**config.mk**
```make
export PLATFORM = sky130hd
export DESIGN_NAME = id_ex_reg
export DESIGN_NICKNAME = d
export VERILOG_FILES = /design/src/rtl/id_ex_reg.sv
export SDC_FILE = /design/constraint.sdc
export NUM_CORES = 1
export LEC_CHECK = 0
export CORE_MARGIN = 4
export CORE_UTILIZATION = 45
export CTS_CLUSTER_SIZE = 20
export DETAILED_ROUTE_END_ITERATION = 16
export HOLD_SLACK_MARGIN = 0.03
export MAX_ROUTING_LAYER = met4
export PLACE_DENSITY = 0.86
export SLEW_MARGIN = 15
export SYNTH_ARGS = -nofsm -noshare
export SYNTH_HDL_FRONTEND = slang
export SYNTH_SLANG_ARGS = --single-unit
```
**constraint.sdc**
```tcl
create_clock -name clk_i -period 3.8 [get_ports clk_i]
set_input_delay 0.57 -clock clk_i [delete_from_list [all_inputs] [get_ports clk_i]]
set_output_delay 0.57 -clock clk_i [all_outputs]
set_load 0.02 [all_outputs]
```
**src/rtl/id_ex_reg.sv**
```systemverilog
// id_ex_reg: ID/EX pipeline register with stall hold, flush bubble insertion
// and a saturating count of inserted bubbles.
module id_ex_reg #(
   parameter int CNT_W = 16
) (
   input  logic             clk_i,
   input  logic             rst_i,
   input  logic             stall_i,
   input  logic             flush_i,
   input  logic [31:0]      RSdata_i,
   input  logic [31:0]      RTdata_i,
   input  logic [31:0]      imm_i,
   input  logic [4:0]       RSaddr_i,
   input  logic [4:0]       RTaddr_i,
   input  logic [4:0]       RDaddr_i,
   input  logic             RegWrite_i,
   input  logic             MemtoReg_i,
   input  logic             MemRead_i,
   input  logic             MemWrite_i,
   input  logic             ALUSrc_i,
   input  logic             RegDst_i,
   input  logic [1:0]       ALUOp_i,
   output logic [31:0]      RSdata_o,
   output logic [31:0]      RTdata_o,
   output logic [31:0]      imm_o,
   output logic [4:0]       RSaddr_o,
   output logic [4:0]       RTaddr_o,
   output logic [4:0]       RDaddr_o,
   output logic             RegWrite_o,
   output logic             MemtoReg_o,
   output logic             MemRead_o,
   output logic             MemWrite_o,
   output logic             ALUSrc_o,
   output logic             RegDst_o,
   output logic [1:0]       ALUOp_o,
   output logic             valid_o,
   output logic [CNT_W-1:0] bubble_cnt_o
);
   typedef struct packed {
      logic [31:0] rs_data;
      logic [31:0] rt_data;
      logic [31:0] imm;
      logic [4:0]  rs_addr;
      logic [4:0]  rt_addr;
      logic [4:0]  rd_addr;
      logic        reg_write;
      logic        mem_to_reg;
      logic        mem_read;
      logic        mem_write;
      logic        alu_src;
      logic        reg_dst;
      logic [1:0]  alu_op;
      logic        valid;
   } stage_t;

   stage_t           id_s, stage_d, stage_q;
   logic [CNT_W-1:0] cnt_d, cnt_q;

   assign id_s = {RSdata_i, RTdata_i, imm_i, RSaddr_i, RTaddr_i, RDaddr_i,
                  RegWrite_i, MemtoReg_i, MemRead_i, MemWrite_i, ALUSrc_i,
                  RegDst_i, ALUOp_i, 1'b1};

   // A bubble is the all-zero word, so it never looks like a register producer.
   always_comb begin
      stage_d = flush_i ? '0 : stall_i ? stage_q : id_s;
      cnt_d   = (flush_i && cnt_q != '1) ? cnt_q + CNT_W'(1) : cnt_q;
   end

   always_ff @(posedge clk_i or negedge rst_i) begin
      if (!rst_i) begin
         stage_q <= '0;
         cnt_q   <= '0;
      end else begin
         stage_q <= stage_d;
         cnt_q   <= cnt_d;
      end
   end

   assign RSdata_o     = stage_q.rs_data;
   assign RTdata_o     = stage_q.rt_data;
   assign imm_o        = stage_q.imm;
   assign RSaddr_o     = stage_q.rs_addr;
   assign RTaddr_o     = stage_q.rt_addr;
   assign RDaddr_o     = stage_q.rd_addr;
   assign RegWrite_o   = stage_q.reg_write;
   assign MemtoReg_o   = stage_q.mem_to_reg;
   assign MemRead_o    = stage_q.mem_read;
   assign MemWrite_o   = stage_q.mem_write;
   assign ALUSrc_o     = stage_q.alu_src;
   assign RegDst_o     = stage_q.reg_dst;
   assign ALUOp_o      = stage_q.alu_op;
   assign valid_o      = stage_q.valid;
   assign bubble_cnt_o = cnt_q;
endmodule

```
==> results.toml, run 1 <==
[run_status]
outcome = "finished, final reports clean"

[floorplanning]
rows = 40
die_area_mm2 = 0.0143
io-pin-count = 259
core_area_mm2 = 0.0121
initial_core_util = 0.463
die_h_um = 120
dieWidth_um = 120

[critical_path]
cp.arrival_ns = 1.60
worstPathMaxFanout = 7
cp_num_buf_inv = 1
cp_data_required_time_ns = 3.23
critPathMaxStageDelay_ns = 0.68
rrSetupSlack_ns = 1.92
path_class = "flip-flop to output port"
path_cells = "clkdlybuf4s50_1"
cp-end-kind = "output port"
critPathLaunchType = "flip-flop"
critPathSlowestCell = "clkdlybuf4s50_1"
cpLargestDelayFamily = "buffers and inverters"

[global_route]
grt_pass1_vias = 4917
grtUsageMet1 = 0.276
grt_use_met3 = 0.0523
top_usage_layer = "met2"
met2_usage = 0.408
grt_usage = 0.237
grt_max_degree = 109
antenna_found_initial = 0
grt_pass1_wl_um = 26100
grt_overflow = 0

[power]
leakage_nw = 4.15
vdd_ir_drop_max_v = 0.000281
p_per_area_mw_per_mm2 = 447

[yosys]
synth_nets = 584
netlist_top_cells_area = "dfrtp_1 61%, mux2i_1 21%, nor2_1 8.2%"
yosysWarnings = 0
seq_area_frac_synth = 0.606
synth_top_area_share = 0.606
ys_seq_elements = 136
synth_cells = 460
synth_area_leader_cell = "dfrtp_1"
synthDistinctLibCells = 32
syn-cell-area_mm2 = 0.00561
postSynthAreaPerCell_um2 = 12.2

[sta]
slew_viol_final = 0
final_hold_viol_count = 0
fin_crit_ns = 2.17
slew_headroom = 0.364
setup_viol = 0
fin_worst_skew_ns = 0.00493
rsz0062_at_grt = "false"
fmax_mhz = 462
hold_ws_ns = 0.307
worst_pin_slew_ns = 0.955
finalCritPeriodShare = 0.570
setup_tns_ns = 0

[clocking]
cts_hold_buf = 0
clk_latency_ns = 0.40
cts_max_level = 4
clockBufferDepth = 2
path_clk_slew_ns = 0.06
tritoncts = "built"
cts_sinks = 136
ctsResizeCount = 0
cts_root_buf = "clkbuf_16"
numCtsBuffers = 17
postCtsSetupBuffers = 0

[place]
dp_hpwl_um = 11600
globalplace.congestion = 0.847
io_buffers = 258
place_area_mm2 = 0.00832
placed_cells = 863

[finish]
drive_gt1_frac = 0.0702
fin_cells = 895
syn2layout_area_growth_pct = 58.4
design_area_mm2 = 0.00889
diodes = 0
layout.nets = 838

[hold_path]
hp-class = "primary input to asynchronous set/reset pin"

[detailed_routing]
viasPerCell = 4.98
drcViolationCount = 0
detail-route-antenna-nets = 0
drtPass1Iterations = 4
wl_um = 15900
vias = 4453
drt_iter0_drc = 293
routedWlPerCell_um = 17.8

[flow_run]
drv_cap = 0
[cells by family (layout without fill, tap and decap cells)]
| group | after synthesis | count (layout) | synth area share |
|---|---|---|---|
| simple gates | 152 | 152 | 0.122 |
| flops | 136 | 136 | 0.606 |
| mux | 122 | 122 | 0.218 |
| buf+inv | 29 | 296 | 0.0239 |
| xor+xnor | 11 | 11 | 0.0172 |
| compound gates | 9 | 9 | 0.0103 |
| fa+ha+maj | 1 | 1 | 0.00223 |
[routing by layer]
metal,part of all wire,vias up
met5,0,-
met4,0.021,0
met3,0.051,27
met2,0.53,179
met1,0.40,2186
li1,-,2061
[worst paths after layout]
path	startpoint	end	cells after the start
worst max-delay path	bubble_cnt_o[9]	bubble_cnt_o[9]	1
worst min-delay path	rst_i	ALUSrc_o	1
worst max register to register	bubble_cnt_o[13]	bubble_cnt_o[1]	4
worst min register to register	RTdata_o[30]	RTdata_o[30]	2
max in group asynchronous	rst_i	imm_o[5]	2
min in group clk_i	RTdata_o[30]	RTdata_o[30]	2
[power by group]
| group | switching, mW | internal, mW |
|---|---|---|
| combinational | 0.374 | 0.393 |
| clock | 0.632 | 0.920 |
| sequential | 0.0960 | 1.55 |
[stage by stage]
| stage | setup slack, ns | total power, mW | utilization |
|---|---|---|---|
| CTS | 1.61 | 4.01 | 0.734 |
| floorplan | 2.05 | 2.00 | - |
| global placement | 1.75 | 2.42 | 0.687 |
| finish | 1.63 | 3.97 | 0.734 |
| global route | 1.57 | 4.15 | 0.734 |
| detailed placement | 1.71 | 2.45 | 0.687 |
[layout by cell type, fill, tap and decap left out, drive strengths merged]
master	instances
a21oi	1
and3	4
and4	1
buf	8
bufinv	1
clkbuf	18
clkdlybuf4s50	255
clkinv	6
clkinvlp	4
dfrtp	136
ha	1
inv	4
mux2	2
mux2i	120
nand2	4
nand2b	1
nand3	7
nand4	7
nor2	123
nor3	3
nor4	1
o2111ai	1
o21ai	5
o311ai	1
o31a	1
or4	1
xnor2	7
xor2	4
[layout make-up]
| type | count | area, um2 |
|---|---|---|
| clock buffer | 18 | 439 |
| clock inverter | 14 | 124 |
| fill | 848 | 3220 |
| inverter | 1 | 3.75 |
| multi-input combinational | 295 | 2070 |
| sequential | 136 | 3400 |
| tap | 168 | 210 |
| timing repair buffer | 263 | 2630 |
[flip-flops by register name, summed over array words and instances (netlist names)]
name,flops
RegWrite_o,1
RTdata_o,32
RSdata_o,32
MemWrite_o,1
imm_o,32
valid_o,1
RDaddr_o,5
ALUSrc_o,1
RSaddr_o,5
RTaddr_o,5
MemRead_o,1
RegDst_o,1
bubble_cnt_o,16
MemtoReg_o,1
ALUOp_o,2
[synth_stat cells]
| library cell | n |
|---|---|
| inv_1 | 1 |
| and3_2 | 2 |
| nand3_1 | 4 |
| dfrtp_1 | 136 |
| mux2i_1 | 120 |
| mux2_1 | 1 |
| nand2b_1 | 1 |
| clkbuf_1 | 13 |
| nand4_2 | 1 |
| o311ai_0 | 1 |
| nand3_2 | 1 |
| nand2_1 | 4 |
| a21oi_1 | 1 |
| o31a_2 | 1 |
| and3_1 | 2 |
| o21ai_0 | 5 |
| or4_4 | 1 |
| clkbuf_8 | 1 |
| nor2_1 | 122 |
| mux2_2 | 1 |
| and4_1 | 1 |
| buf_2 | 12 |
| xnor2_1 | 7 |
| xor2_1 | 4 |
| nor3_1 | 3 |
| nand3_4 | 2 |
| nor2_2 | 1 |
| buf_1 | 2 |
| nor4_4 | 1 |
| nand4_1 | 6 |
| o2111ai_1 | 1 |
| ha_1 | 1 |
Power figures use the tool's default switching activity.
==> run 2, diff against run 1 <==
--- a/config.mk
+++ b/config.mk
@@ -6,12 +6,12 @@
 export NUM_CORES = 1
 export LEC_CHECK = 0
 export CORE_MARGIN = 4
-export CORE_UTILIZATION = 45
+export CORE_UTILIZATION = 37
 export CTS_CLUSTER_SIZE = 20
 export DETAILED_ROUTE_END_ITERATION = 16
 export HOLD_SLACK_MARGIN = 0.03
 export MAX_ROUTING_LAYER = met4
-export PLACE_DENSITY = 0.86
+export PLACE_DENSITY = 0.76
 export SLEW_MARGIN = 15
 export SYNTH_ARGS = -nofsm -noshare
 export SYNTH_HDL_FRONTEND = slang
==> constraint.sdc (replaced) <==
create_clock -name clk_i -period 1.9 [get_ports clk_i]
set_input_delay 0.285 -clock clk_i [delete_from_list [all_inputs] [get_ports clk_i]]
set_output_delay 0.285 -clock clk_i [all_outputs]
set_load 0.02 [all_outputs]
==> run 2 against run 1 <==
  * Final area increased by 2.9%
  * Power rose by 120%
  * Critical path depth did not move
  * Clock power up 140%
  * Hold slack worse by 0.17 ns
  * First-iteration DRC count shrank 25%
  * Non-clock buffer count grew 7
  * Clock skew barely moved
  * Worst setup slack got worse by 1.6 ns
  * Routed wire length increased by 1.0%
  * Flip-flop and latch count unchanged
  * Largest power group is now the clock network
  * Highest routed layer unchanged
==> results.toml, run 2 (synthesized netlist as in run 1, its figures left out) <==
[sta]
fin_ws_ns = 0.0751
setup_tns_ns = 0
finalCritPeriodShare = 0.960
final_hold_viol_count = 0
rsz0062_at_grt = "false"
worst_pin_slew_ns = 0.603
slew_headroom = 0.595
fin_worst_skew_ns = 0.00506
fmax_mhz = 548
setup_viol = 0
slew_viol_final = 0
fin_crit_ns = 1.82

[hold_path]
hp-class = "primary input to flip-flop"

[flow_run]
drv_cap = 0

[clocking]
cts_root_buf = "clkbuf_16"
numCtsBuffers = 17
postCtsSetupBuffers = 0
cts_sinks = 136
clockBufferDepth = 2
path_clk_slew_ns = 0.06
cts_max_level = 4
tritoncts = "built"
clk_latency_ns = 0.41

[floorplanning]
core_area_mm2 = 0.0147
die_area_mm2 = 0.0172
rows = 44
dieWidth_um = 131
initial_core_util = 0.382
die_h_um = 131
io-pin-count = 259

[run_status]
outcome = "finished, final reports clean"

[critical_path]
cp_num_buf_inv = 1
critPathMaxStageDelay_ns = 0.67
cp-end-kind = "output port"
path_class = "flip-flop to output port"
rrSetupSlack_ns = 0.13
critPathSlowestCell = "clkdlybuf4s50_1"
cpLargestDelayFamily = "buffers and inverters"
cp_data_required_time_ns = 1.62
path_cells = "clkdlybuf4s50_1"
cp.arrival_ns = 1.54
critPathLaunchType = "flip-flop"
worstPathMaxFanout = 7

[finish]
layout.nets = 845
mostFrequentLayoutCells = "253 x clkdlybuf4s50_1, 136 x dfrtp_1, 122 x nor2_1"
syn2layout_area_growth_pct = 62.9
drive_gt1_frac = 0.0777
diodes = 0
final_common_cell = "clkdlybuf4s50_1"
n_fill_cell = 1161

[detailed_routing]
drcViolationCount = 0
vias = 4443
wl_um = 16100
detail-route-antenna-nets = 0
drt_iter0_drc = 221
viasPerCell = 4.84
drtPass1Iterations = 4
routedWlPerCell_um = 17.5

[place]
globalplace.congestion = 0.808
dp_hpwl_um = 11800
place_ws_ns = 0.173
io_buffers = 258

[power]
leakage_nw = 4.29
switching_power_mw = 2.20
share_seq_of_total_power = 0.384
p_per_area_mw_per_mm2 = 940
p_comb_frac = 0.180
p_clk_frac = 0.436
vdd_ir_drop_max_v = 0.000606
switching_share = 0.257
intPower_mw = 6.38

[global_route]
antenna_found_initial = 0
grt_overflow = 0
grt_usage = 0.196
grt_pass1_wl_um = 26300
grt_pass1_vias = 4821
grt_max_degree = 60
==> run 2: cell types whose count changed in the layout (fill, tap and decap cells not counted), moves of 2 or more <==
cell             previous run  this run
buf_12                      1         6
bufinv_16                   1         6
clkdlybuf4s50_1           255       253
clkinv_2                    4         2
clkinvlp_4                  4         2
dlymetal6s2s_1              0         2
==> run 2: metrics by stage <==
step,instances,util,power (mW),hold slack [ns],area (um2)
finish,918,0.622,8.59,0.133,9140
global placement,885,0.575,4.86,0.253,8450
detailed placement,885,0.575,4.91,0.263,8450
global route,918,0.622,8.94,0.130,9140
floorplan,460,-,4.00,-0.0106,5610
CTS,918,0.622,8.69,0.108,9140
==> run 2: path summary, 6_finish.rpt <==
kind,cells after the start,startpoint,endpoint
worst max-delay path,1,bubble_cnt_o[2],bubble_cnt_o[2]
min in group asynchronous,2,rst_i,bubble_cnt_o[8]
max in group asynchronous,3,rst_i,imm_o[22]
worst min-delay path,2,flush_i,ALUOp_o[1]
worst max register to register,5,bubble_cnt_o[0],bubble_cnt_o[1]
worst min register to register,2,ALUOp_o[1],ALUOp_o[1]
==> run 2: layout make-up <==
| type | instances | area [um2] | share of cell area |
|---|---|---|---|
| Multi-Input combinational cell | 295 | 2070 | 0.227 |
| Timing Repair Buffer | 270 | 2760 | 0.301 |
| Sequential cell | 136 | 3400 | 0.372 |
| Inverter | 1 | 3.75 | 0.000411 |
| Clock inverter | 15 | 249 | 0.0272 |
| Tap cell | 184 | 230 | 0.0252 |
| Clock buffer | 17 | 425 | 0.0465 |
==> run 2: power by group through the flow <==
stage               Combinational [mW]  Sequential [mW]  Clock [mW]
floorplan                        0.414             3.59           0
global placement                  1.53             3.33           0
detailed placement                1.56             3.35           0
CTS                               1.58             3.30        3.82
global route                      1.66             3.33        3.95
finish                            1.55             3.30        3.74
==> run 2: layer usage <==
layer	GRT usage	wire [um]
met4	0.0712	326
met2	0.328	8350
met5	-	0
met3	0.0615	1010
met1	0.222	6380
==> run 2: repair_timing <==
item                       CTS  global route
resized for setup            0             2
hold endpoints to repair    43             0
setup endpoints to repair    0             2
hold buffers                 1             0
==> RTL edit 1 (flow settings as in run 2) <==
Set the parameter `CNT_W` to 20 (it was 16).
--- a/src/rtl/id_ex_reg.sv
+++ b/src/rtl/id_ex_reg.sv
@@ -2,5 +2,5 @@
 // and a saturating count of inserted bubbles.
 module id_ex_reg #(
-   parameter int CNT_W = 16
+   parameter int CNT_W = 20
 ) (
    input  logic             clk_i,
Interface: changed (resized bubble_cnt_o); port bits go from 259 to 263. The function was not compared with the original's and may differ.
==> RTL edit 1 against run 2 <==
- worst hold slack got worse by 65 ps
- final area is 2.0% higher
- setup slack gained 6.4 ps
- clock power decreased by 10%
- sequential cell count is 4 higher
- utilization down 1.3 points
- synthesized area increased by 3.6%
- total power decreased by 3.1%
- clock skew increased by 2.6 ps
- via count grew 3.5%
- wire length is 1.2% higher
- maximum frequency up 0.35%
- largest power group is now registers
==> RTL edit 1: results (changes against run 2) <==
metric,value,unit,change
largest cells by area after synthesis,"sky130_fd_sc_hd__dfrtp_1 60%, sky130_fd_sc_hd__mux2i_1 20%, sky130_fd_sc_hd__nor2_1 8.0%, sky130_fd_sc_hd__buf_2 1.2%, sky130_fd_sc_hd__xnor2_1 1.2%",,
internal reg-to-reg setup slack,80,ps,-50 ps
worst slew pin tran,845,ps,+242 ps
peak supply drop,0.541,mV,-11%
final HPWL from detailed placement,11.9,mm,+1.1%
number of DRC markers in iteration 0,197,,-11%
Fin Clk Skew,7.64,ps,+2.58 ps
Critical path destination,bubble_cnt_o[18]$_DFFE_PN0P_,,
"Seq/Total Area, Yosys",60.3,%,-0.39 points
H-tree lvl count,4,,unchanged
global-route wire length before repair,25.9,mm,-1.4%
Critical path origin,bubble_cnt_o[0]$_DFFE_PN0P_,,
cell family contributing the most delay on the critical path,simple AND/OR/NAND/NOR gates,,
placer's final routability congestion estimate,0.847,,+4.7%
Max stage delay on crit path,520,ps,-150 ps
drt via density,4.75,,-1.9%
top post-synthesis cells by count,"140 x sky130_fd_sc_hd__dfrtp_1, 124 x sky130_fd_sc_hd__nor2_1, 119 x sky130_fd_sc_hd__mux2i_1",,
leak pwr,4.34,nW,+1.1%
number of nets in the layout,871,,+3.1%
maximum number of pins on one net before global-route repair,83,,+38%
total routed wirelength,16.3,mm,+1.2%
largest fanout on the critical path,4,,-3
master of the slowest instance on the critical path,sky130_fd_sc_hd__or4b_4,,
sink of the worst hold path,valid_o$_DFFE_PN0P_,,
vias in the first global route,4923,,+2.1%
area of all placed cells without fillers,9330,sq um,+2.0%
IO Port Bufs,262,,+1.6%
status,completed,,
GRT Total Usage,18.8,%,-0.82 points
RTL edit 1: cell types whose count changed in the layout (fill, tap and decap cells not counted), sizes merged, moves of 3 or more:
cell	change
a21oi	+4
and4	+5
bufinv	-3
clkbuf	+6
clkdlybuf4s50	+6
dfrtp	+4
xor2	+3
RTL edit 1: per-layer routing:
metal  wire [um]  part of all wire [%]  GRT usage, %  up-vias
met4         488                   3.0          7.37        0
met2        7950                    49          30.3      191
met5           0                     0             -        -
met1        6760                    42          22.5     2222
li1            -                     -             -     2154
met3        1060                   6.5          5.21       32
RTL edit 1: area by class of cell:
| class | count | area share (%) |
|---|---|---|
| inverters | 2 | 0.0805 |
| multi-input cells | 311 | 23.3 |
| flip-flops and latches | 140 | 37.6 |
| well taps | 211 | 2.83 |
| clock inverters | 7 | 1.21 |
| repair buffers | 275 | 29.7 |
| clock buffers | 23 | 5.23 |
RTL edit 1: report_power, final:
part	total, mW	internal (mW)	switching (mW)
registers	3.38	3.20	0.180
clock network	3.36	2.18	1.18
logic	1.58	0.823	0.755
total	8.32	6.21	2.11
RTL edit 1: metrics by stage:
step | worst slack [ps] | std cells
3_5_place_dp | 74.4 | 938
4_1_cts | 11.5 | 969
5_1_grt | 4.44 | 969
2_1_floorplan | 119 | 483
6_report | 81.5 | 969
3_3_place_gp | 171 | 938
RTL edit 1: kinds of logic (layout without fill, tap and decap cells):
group,Yosys count,in the layout,synth area share [%]
AO/OA/AOI/OAI,11,11,1.14
XOR/XNOR,16,16,2.54
adder cells (fa/ha/maj),1,1,0.215
buffers and inverters,32,307,2.37
flip-flops,140,140,60.3
multiplexers,121,121,20.9
AND/OR/NAND/NOR,162,162,12.6
RTL edit 1: timing repair:
action / CTS / global route
hold buffers: 1 / 0
setup endpoints to repair: 0 / 2
resized for setup: 0 / 3
hold endpoints to repair: 41 / 0
==> RTL edit 2 (flow settings as in run 2) <==
Without the edit above. Register the output `bubble_cnt_o` once more; this adds one clock of latency there. The other outputs are not delayed to match.
--- a/src/rtl/id_ex_reg.sv
+++ b/src/rtl/id_ex_reg.sv
@@ -91,5 +91,7 @@
    assign ALUOp_o      = stage_q.alu_op;
    assign valid_o      = stage_q.valid;
-   assign bubble_cnt_o = cnt_q;
+   always_ff @(posedge clk_i) begin
+      bubble_cnt_o <= cnt_q;
+   end
 endmodule
 
Formal check against the unedited RTL: not equivalent (Yosys sat finds a counterexample within 4 cycles, from zero or initial values and one cycle with rst_i low).
==> RTL edit 2 against run 2 <==
- utilization shrank 1.5 points
- non-clock buffer count shrank 1
- via count shrank 0.92%
- maximum frequency grew 5.3%
- final area grew 2.1%
- first-iteration DRC count shrank 24%
- synthesized area grew 4.5%
- setup slack gained 92 ps
- sequential power grew 14%
- total power grew 2.3%
- wire length shrank 3.2%
- sequential cell count grew 16
- largest cell class unchanged
==> RTL edit 2: results (changes against run 2) <==
metric,value,unit,change
status,completed,,
number of antenna diodes,0,,unchanged
top post-synthesis cells by count,"136 x sky130_fd_sc_hd__dfrtp_1, 124 x sky130_fd_sc_hd__nor2_1, 119 x sky130_fd_sc_hd__mux2i_1",,
Placed Instances,923,,+4.3%
fraction of registers with async set/reset,89.5,%,-11 points
number of nets in the layout,856,,+1.3%
GRT Total Usage,18.2,%,-1.4 points
predominant post-synthesis flop cell,sky130_fd_sc_hd__dfrtp_1,,
number of DRC markers in iteration 0,169,,-24%
via count,4402,,-0.92%
worst slew pin tran,713,ps,+110 ps
Fin Clk Skew,6.01,ps,+0.955 ps
drt via density,4.60,,-4.9%
largest fanout on the critical path,8,,+1
vias in the first global route,4851,,+0.62%
maximum number of pins on one net before global-route repair,71,,+18%
internal reg-to-reg setup slack,170,ps,+40 ps
sink of the worst hold path,cnt_q[9]$_DFFE_PN0P_,,
terminus of the critical flop-to-flop path,cnt_q[1]$_DFFE_PN0P_,,
H-tree lvl count,4,,unchanged
leak pwr,4.32,nW,+0.71%
placer's final routability congestion estimate,0.806,,-0.30%
global-route wire length before repair,25.3,mm,-3.8%
"Seq/Total Area, Yosys",63.5,%,+2.8 points
final HPWL from detailed placement,11.7,mm,-0.87%
average footprint of a synthesized cell,12.4,sq um,+1.9%
layout cells sized above 1,6.58,%,-1.2 points
Worst R2R Path Depth,4,,-1
peak supply drop,0.524,mV,-14%
worst reg2reg path startpoint,cnt_q[12]$_DFFE_PN0P_,,
mean routed wirelength per cell,16.3,um,-7.0%
arrival time worst endpoint,2020,ps,+480 ps
clock latency at the later pin of the worst-skew pair,410,ps,about the same
post-synth cell types,24,,-25%
largest cells by area after synthesis,"sky130_fd_sc_hd__dfrtp_1 58%, sky130_fd_sc_hd__mux2i_1 20%, sky130_fd_sc_hd__nor2_1 7.9%, sky130_fd_sc_hd__dfxtp_1 5.5%, sky130_fd_sc_hd__xnor2_1 1.3%",,
Hold Path Depth,4,,+2
Syn Nets,596,,+2.1%
RTL edit 2: cell count changes after synthesis, sizes merged, moves of 3 or more:
cell	change
and3	-3
buf	-3
clkbuf	+3
dfxtp	+16
o21ai	-5
RTL edit 2: kinds of logic (layout without fill, tap and decap cells):
logic type               after synthesis  after routing  share of synthesized area, %
flip-flops                           152            152                          63.5
XOR/XNOR                              14             14                          2.09
buffers and inverters                 30            303                          2.15
AND/OR/NAND/NOR                      152            152                          10.9
AO/OA/AOI/OAI                          3              3                         0.640
multiplexers                         120            120                          20.6
adder cells (fa/ha/maj)                1              1                         0.213
RTL edit 2: worst max-delay path by stage:
stage                                         from                    to  depth (start not counted)
after CTS                 RSdata_o[28]$_DFFE_PN0P_          RSdata_o[28]                          1
after global placement       cnt_q[12]$_DFFE_PN0P_  cnt_q[1]$_DFFE_PN0P_                          4
after floorplan               cnt_q[0]$_DFFE_PN0P_  cnt_q[1]$_DFFE_PN0P_                          4
final                        cnt_q[12]$_DFFE_PN0P_  cnt_q[1]$_DFFE_PN0P_                          4
after global routing         cnt_q[12]$_DFFE_PN0P_  cnt_q[1]$_DFFE_PN0P_                          4
after detailed placement     cnt_q[12]$_DFFE_PN0P_  cnt_q[1]$_DFFE_PN0P_                          4
RTL edit 2: metrics by stage:
stage	hold WS (ps)	util (%)	cell area (sq um)	total power [mW]	setup slack (ps)
after global routing	279	60.7	9330	9.15	47.1
after detailed placement	190	56.7	8720	5.50	164
after floorplan	-10.6	-	5870	4.53	290
after global placement	183	56.7	8720	5.44	264
final	284	60.7	9330	8.78	167
after CTS	263	60.7	9330	8.91	148
RTL edit 2: layer usage:
layer,wire length (um),track usage (%),part of all wire [%]
met5,0,-,0
met4,311,6.00,2.0
met3,1190,6.23,7.6
met2,8170,31.3,52
met1,5900,19.9,38
RTL edit 2: final cells by class:
class / count / area [sq um]
fill: 1248 / 6040
sequential: 152 / 3720
timing repair buffer: 269 / 2720
multi-input combinational: 290 / 2020
clock buffer: 20 / 447
tap: 211 / 264
clock inverter: 12 / 153
inverter: 2 / 7.51
RTL edit 2: report_power, final:
part | leakage (nW) | internal, mW | switching, mW
clock | 0.282 | 2.10 | 1.27
sequential | 1.93 | 3.55 | 0.214
combinational | 2.11 | 0.857 | 0.799
total | 4.32 | 6.50 | 2.28
RTL edit 2: critical path, stage by stage (launching register included):
cell	delay (ps)
sky130_fd_sc_hd__dfrtp_1	430
sky130_fd_sc_hd__nand4_1	230
sky130_fd_sc_hd__o41ai_4	420
sky130_fd_sc_hd__buf_4	230
sky130_fd_sc_hd__mux2_4	310
